File: src/rtl/lvds_rx_word_align.sv
// lvds_rx_word_align: word-boundary alignment for an 8-bit LVDS deserialiser.
// Pulses the receiver's bitslip input until TRAIN_PATTERN is seen on
// LOCK_COUNT consecutive words. Once locked, it forwards payload words with a
// valid flag.
// Optional build macro LVDS_ALIGN_STATS_EN adds the saturating slip_total and
// relock_total statistics outputs.
module lvds_rx_word_align #(
  parameter logic [7:0]  TRAIN_PATTERN = 8'hB5,
  parameter int unsigned LOCK_COUNT    = 16,
  parameter int unsigned SETTLE_CYCLES = 4,
  parameter int unsigned MAX_SLIPS     = 16
) (
  input  logic       clk,
  input  logic       rst_n,
  input  logic [7:0] rx_data,
  input  logic       realign,
  output logic       rx_data_align,
  output logic [7:0] data_out,
  output logic       data_valid,
  output logic       aligned,
  output logic       align_fail
`ifdef LVDS_ALIGN_STATS_EN
  ,
  output logic [7:0] slip_total,
  output logic [7:0] relock_total
`endif
);

  typedef enum logic [2:0] {
    ST_IDLE,
    ST_CHECK,
    ST_SLIP,
    ST_SETTLE,
    ST_LOCKED,
    ST_FAIL
  } state_e;

  localparam logic [7:0] LOCK_LAST   = 8'(LOCK_COUNT - 1);
  localparam logic [7:0] SLIP_LIMIT  = 8'(MAX_SLIPS);
  localparam logic [7:0] SETTLE_LAST = 8'(SETTLE_CYCLES - 1);

  state_e     state_q, state_d;
  logic [7:0] rx_q;
  logic [7:0] match_cnt_q, match_cnt_d;
  logic [7:0] slip_cnt_q, slip_cnt_d;
  logic [7:0] settle_cnt_q, settle_cnt_d;

  logic       rx_data_align_q, rx_data_align_d;
  logic [7:0] data_out_q, data_out_d;
  logic       data_valid_q, data_valid_d;
  logic       aligned_q, aligned_d;
  logic       align_fail_q, align_fail_d;

  // State register, counters and the input word register
  always_ff @(posedge clk or negedge rst_n) begin
    if (!rst_n) begin
      state_q      <= ST_IDLE;
      rx_q         <= '0;
      match_cnt_q  <= '0;
      slip_cnt_q   <= '0;
      settle_cnt_q <= '0;
    end else begin
      state_q      <= state_d;
      rx_q         <= rx_data;
      match_cnt_q  <= match_cnt_d;
      slip_cnt_q   <= slip_cnt_d;
      settle_cnt_q <= settle_cnt_d;
    end
  end

  // Next-state and counter update logic
  always_comb begin
    state_d      = state_q;
    match_cnt_d  = match_cnt_q;
    slip_cnt_d   = slip_cnt_q;
    settle_cnt_d = settle_cnt_q;

    case (state_q)
      ST_IDLE: begin
        match_cnt_d  = '0;
        slip_cnt_d   = '0;
        settle_cnt_d = '0;
        state_d      = ST_CHECK;
      end
      ST_CHECK: begin
        if (rx_q == TRAIN_PATTERN) begin
          match_cnt_d = match_cnt_q + 8'd1;
          if (match_cnt_q == LOCK_LAST) begin
            state_d = ST_LOCKED;
          end
        end else begin
          match_cnt_d = '0;
          if (slip_cnt_q == SLIP_LIMIT) begin
            state_d = ST_FAIL;
          end else begin
            state_d = ST_SLIP;
          end
        end
      end
      ST_SLIP: begin
        slip_cnt_d   = slip_cnt_q + 8'd1;
        settle_cnt_d = '0;
        state_d      = ST_SETTLE;
      end
      ST_SETTLE: begin
        match_cnt_d = '0;
        if (settle_cnt_q == SETTLE_LAST) begin
          state_d = ST_CHECK;
        end else begin
          settle_cnt_d = settle_cnt_q + 8'd1;
        end
      end
      ST_LOCKED: state_d = ST_LOCKED;
      ST_FAIL:   state_d = ST_FAIL;
      default:   state_d = ST_IDLE;
    endcase

    // realign overrides every transition. Counter side effects above are
    // harmless because IDLE clears all counters.
    if (realign) begin
      state_d = ST_IDLE;
    end
  end

  // Output decode. Outputs are registered, so each one follows state_q by one
  // clock. realign clears the status outputs on the very next edge. The
  // bitslip pulse is not gated, so a SLIP cycle always finishes its one pulse.
  always_comb begin
    rx_data_align_d = (state_q == ST_SLIP);
    aligned_d       = (state_q == ST_LOCKED) && !realign;
    data_valid_d    = (state_q == ST_LOCKED) && !realign;
    align_fail_d    = (state_q == ST_FAIL) && !realign;
    data_out_d      = data_out_q;
    if ((state_q == ST_LOCKED) && !realign) begin
      data_out_d = rx_q;
    end
  end

  // Output registers
  always_ff @(posedge clk or negedge rst_n) begin
    if (!rst_n) begin
      rx_data_align_q <= 1'b0;
      data_out_q      <= '0;
      data_valid_q    <= 1'b0;
      aligned_q       <= 1'b0;
      align_fail_q    <= 1'b0;
    end else begin
      rx_data_align_q <= rx_data_align_d;
      data_out_q      <= data_out_d;
      data_valid_q    <= data_valid_d;
      aligned_q       <= aligned_d;
      align_fail_q    <= align_fail_d;
    end
  end

  assign rx_data_align = rx_data_align_q;
  assign data_out      = data_out_q;
  assign data_valid    = data_valid_q;
  assign aligned       = aligned_q;
  assign align_fail    = align_fail_q;

`ifdef LVDS_ALIGN_STATS_EN
  logic [7:0] slip_total_q, slip_total_d;
  logic [7:0] relock_total_q, relock_total_d;

  // Saturating statistics: count issued pulses and LOCKED entries
  always_comb begin
    slip_total_d   = slip_total_q;
    relock_total_d = relock_total_q;
    if (rx_data_align_d && (slip_total_q != 8'hFF)) begin
      slip_total_d = slip_total_q + 8'd1;
    end
    if ((state_d == ST_LOCKED) && (state_q != ST_LOCKED) &&
        (relock_total_q != 8'hFF)) begin
      relock_total_d = relock_total_q + 8'd1;
    end
  end

  // Statistics registers; cleared only by rst_n
  always_ff @(posedge clk or negedge rst_n) begin
    if (!rst_n) begin
      slip_total_q   <= '0;
      relock_total_q <= '0;
    end else begin
      slip_total_q   <= slip_total_d;
      relock_total_q <= relock_total_d;
    end
  end

  assign slip_total   = slip_total_q;
  assign relock_total = relock_total_q;
`endif

endmodule
File: config.mk
export PLATFORM = sky130hd
export DESIGN_NAME = lvds_rx_word_align
export DESIGN_NICKNAME = d
export VERILOG_FILES = /design/src/rtl/lvds_rx_word_align.sv
export SDC_FILE = /design/constraint.sdc
export NUM_CORES = 1
export LEC_CHECK = 0
export BUFFER_PORTS_ARGS = -buffer_cell sky130_fd_sc_hd__buf_4
export CELL_PAD_IN_SITES_DETAIL_PLACEMENT = 1
export CELL_PAD_IN_SITES_GLOBAL_PLACEMENT = 1
export CORE_ASPECT_RATIO = 0.6
export CORE_MARGIN = 8
export CORE_UTILIZATION = 45
export CTS_CLUSTER_DIAMETER = 60
export DETAILED_ROUTE_END_ITERATION = 12
export GPL_TIMING_DRIVEN = 0
export PLACE_DENSITY = 0.76
export SLEW_MARGIN = 20
export SYNTH_ARGS = -nofsm -noshare
export SYNTH_HDL_FRONTEND = slang
export SYNTH_SLANG_ARGS = --single-unit
File: constraint.sdc
create_clock -name clk -period 2.3 [get_ports clk]
set_clock_uncertainty 0.2 [all_clocks]
set_input_delay 0.69 -clock clk [delete_from_list [all_inputs] [get_ports clk]]
set_output_delay 0.69 -clock clk [all_outputs]
set_load 0.02 [all_outputs]
==> results.md <==
* Die width at 105 um
* Synth top cells by count: 46 x dfrtp_1, 18 x nand2_1, 17 x o21ai_0
* Mean Syn Cell Area at 10.7 um2
* PnR Total Power at 1.61 mW
* Final hold vios at 0
* Final ANT Viol Nets at 0
* P per Cell Area at 648 nW/um2
* CTS clk-pin slew, worst paths at approximately 0.090 ns
* Slew margin rel. at 57.5%
* Worst hold path type: in -> async
* Die Area at 7250 um2
* Slew Limit Fails at 0
* Standard-cell rows at 19
* Critical Path Fanout Max at 6
* Fraction of registers with async set/reset at between 90% and 100%
* Core box area at 4560 um2
* HPWL reported at the end of detailed placement at 3.79 mm
* Hold buffers post-CTS at 0
* Post-synth top area share at 54.2%
* Worst-Skew Late Latency at 0.30 ns
* R2R cell count at 5
* First-pass GRT wire length at 8.97 mm
* Clock sinks at 46
* CTS buffer count at 5
* DRC at 0
* CTS tree: built
* CP arrival at around 2.0 ns
* # IOs at 23
* Final worst-path cycle share at 87.5%
* # fillers at 523
* Synthesis-stage register bit count at 46
* Most frequent cell after synthesis: dfrtp_1
* Routability cong. at 0.831
* Iter 0 DRT Violations at 40
* Cell variety after synth at 46
* Vias/cell at approximately 5.7
* Worst EP required at roughly 2.2 ns
* Reg2reg end: state_q[1]
* Buffers added on ports at 22
* Post-synthesis sequential area ratio at 54.2%
* Layout cells sized above 1 at 21.0%
* Post-layout min period at 2.01 ns
* CP startpoint kind: register
* H-Tree Depth at 2
* CP endpoint kind: register
* Slew @ Worst Pin at around 0.63 ns
* Post-CTS Setup Inserts at 0
* Antenna diode count at 0
* Reg2Reg Setup Slack at between 0.2 and 0.3 ns
* DR pass1 iterations at 4
* Die Ht at 69.2 um
* Syn_nets at around 210
* Starting density of the core at about 47%
* Leading area contributor after synthesis: dfrtp_1
* DR WL/cell at 18.2 um
* EDFF count, synth at 0
* Synthesized cell area at 2120 um2
* Ys Warns at 0
* CP max-delay cell: a2111oi_0
* Via Count at between 1500 and 2000
* Slowest stage delay, CP at 0.46 ns
* P&R area growth vs syn at 16.8%
* Vias in the first global route at 1830
* Root buffer cell: clkbuf_8
* Fmax at 0.497 GHz
* Routed WL at approximately 5.3 mm
* Initial antenna violation count at 0
* Final nets at 243
* Synthesized instance count at 199
* Worst path cell trace: ha_1 > nand2b_1 > o31ai_2 > o311a_1 > a2111oi_0
* Worst ir drop on vdd at 0.413 mV
* Worst r2r src: settle_cnt_q[0]
* Post-CTS resize count at 0
* GRT Overall Usage at 15.2%
* Post-synth top flop: dfrtp_1
* Unrepaired setup endpoints after global routing: false
* Area contributors post-synth: dfrtp_1 54%, mux2_2 4.2%, o21ai_0 4.0%
* Setup TNS at 0 ns
* Status: finished clean
* Lkg Pwr at 1.10 nW
* Pin count of the biggest net entering global routing at 47
* Max clock buf depth at 2
* Max Cap Violations at 0
* Crit path kind: reg -> reg
* Total congestion overflow at 0
* Setup Viol. Count Final at 0
power by group:
group          internal [mW]  switching (mW)  total, mW
combinational         0.0536          0.0985      0.152
sequential             0.833          0.0214      0.855
clock                  0.323           0.279      0.602
cells in the final DEF (no fill, tap or decap), drive strengths merged, types with 2 or more instances in the layout:
master / synthesis / layout
a21oi: 7 / 7
a22o: 3 / 3
a31oi: 2 / 2
and3: 6 / 6
buf: 3 / 25
clkbuf: 4 / 9
clkinvlp: 0 / 2
dfrtp: 46 / 46
ha: 4 / 4
inv: 8 / 8
mux2: 8 / 8
mux2i: 3 / 3
nand2: 18 / 18
nand3: 13 / 13
nand3b: 2 / 2
nand4: 2 / 2
nor2: 10 / 10
nor3: 7 / 7
nor4: 5 / 5
o21ai: 21 / 21
o311ai: 2 / 2
o31ai: 3 / 3
or2: 3 / 3
xnor2: 3 / 3
cells by family (layout without fill, tap and decap cells):
| group | after synthesis | count (layout) | share of synthesized area [%] |
|---|---|---|---|
| XOR/XNOR | 3 | 3 | 1.24 |
| adder cells (fa/ha/maj) | 4 | 4 | 2.36 |
| multiplexers | 11 | 11 | 5.65 |
| AO/OA/AOI/OAI | 46 | 46 | 14.5 |
| buffers and inverters | 15 | 45 | 3.06 |
| AND/OR/NAND/NOR | 74 | 74 | 19.0 |
| flip-flops | 46 | 46 | 54.2 |
per-stage QoR:
stage	util (%)	setup slack, ns	hold WS, ns	area [um2]	instances
CTS	54.4	0.230	0.199	2480	292
detailed placement	51.9	0.0301	0.283	2370	284
finish	54.4	0.288	0.179	2480	292
global placement	51.9	0.0799	0.275	2370	284
global route	54.4	0.0900	0.220	2480	292
floorplan	-	0.334	0.194	2120	199
metal layers:
layer / up-vias / GRT usage [%] / share of wire, %
met5: - / 0 / 0
met2: 29 / 25.1 / 49
met3: 9 / 4.27 / 3.6
met4: 0 / 5.03 / 1.4
met1: 854 / 18.8 / 46
li1: 781 / - / -
how the worst max path moves through the flow:
| stage | cells past startpoint | end | start | slack [ns] |
|---|---|---|---|---|
| finish | 5 | state_q[1] | settle_cnt_q[0] | 0.29 |
| CTS | 5 | match_cnt_q[2] | state_q[1] | 0.23 |
| global placement | 4 | data_out[2] | realign | 0.08 |
| floorplan | 3 | data_out[0] | realign | 0.33 |
| detailed placement | 4 | data_out[3] | realign | 0.03 |
| global route | 5 | match_cnt_q[4] | state_q[1] | 0.09 |
critical path: cells and delay by family (launching register included):
family	cells	cell delay [ns]
flip-flops	1	0.45
AO/OA/AOI/OAI	3	0.73
adder cells (fa/ha/maj)	1	0.28
AND/OR/NAND/NOR	1	0.21
state kept, by name (all words and copies together) (netlist names):
signal         flops
rx_data_align      1
match_cnt_q        8
align_fail         1
data_out           8
aligned            1
slip_cnt_q         8
rx_q               8
settle_cnt_q       8
state_q            3
area by class of cell:
class,count,area (um2),share of cell area [%]
clock inverters,3,45.0,1.81
repair buffers,22,165,6.65
plain buffers,7,35.0,1.41
multi-input cells,138,908,36.6
inverters,8,30.0,1.21
well taps,63,78.8,3.18
flip-flops and latches,46,1150,46.4
clock buffers,5,68.8,2.77
Power figures use the tool's default switching activity.
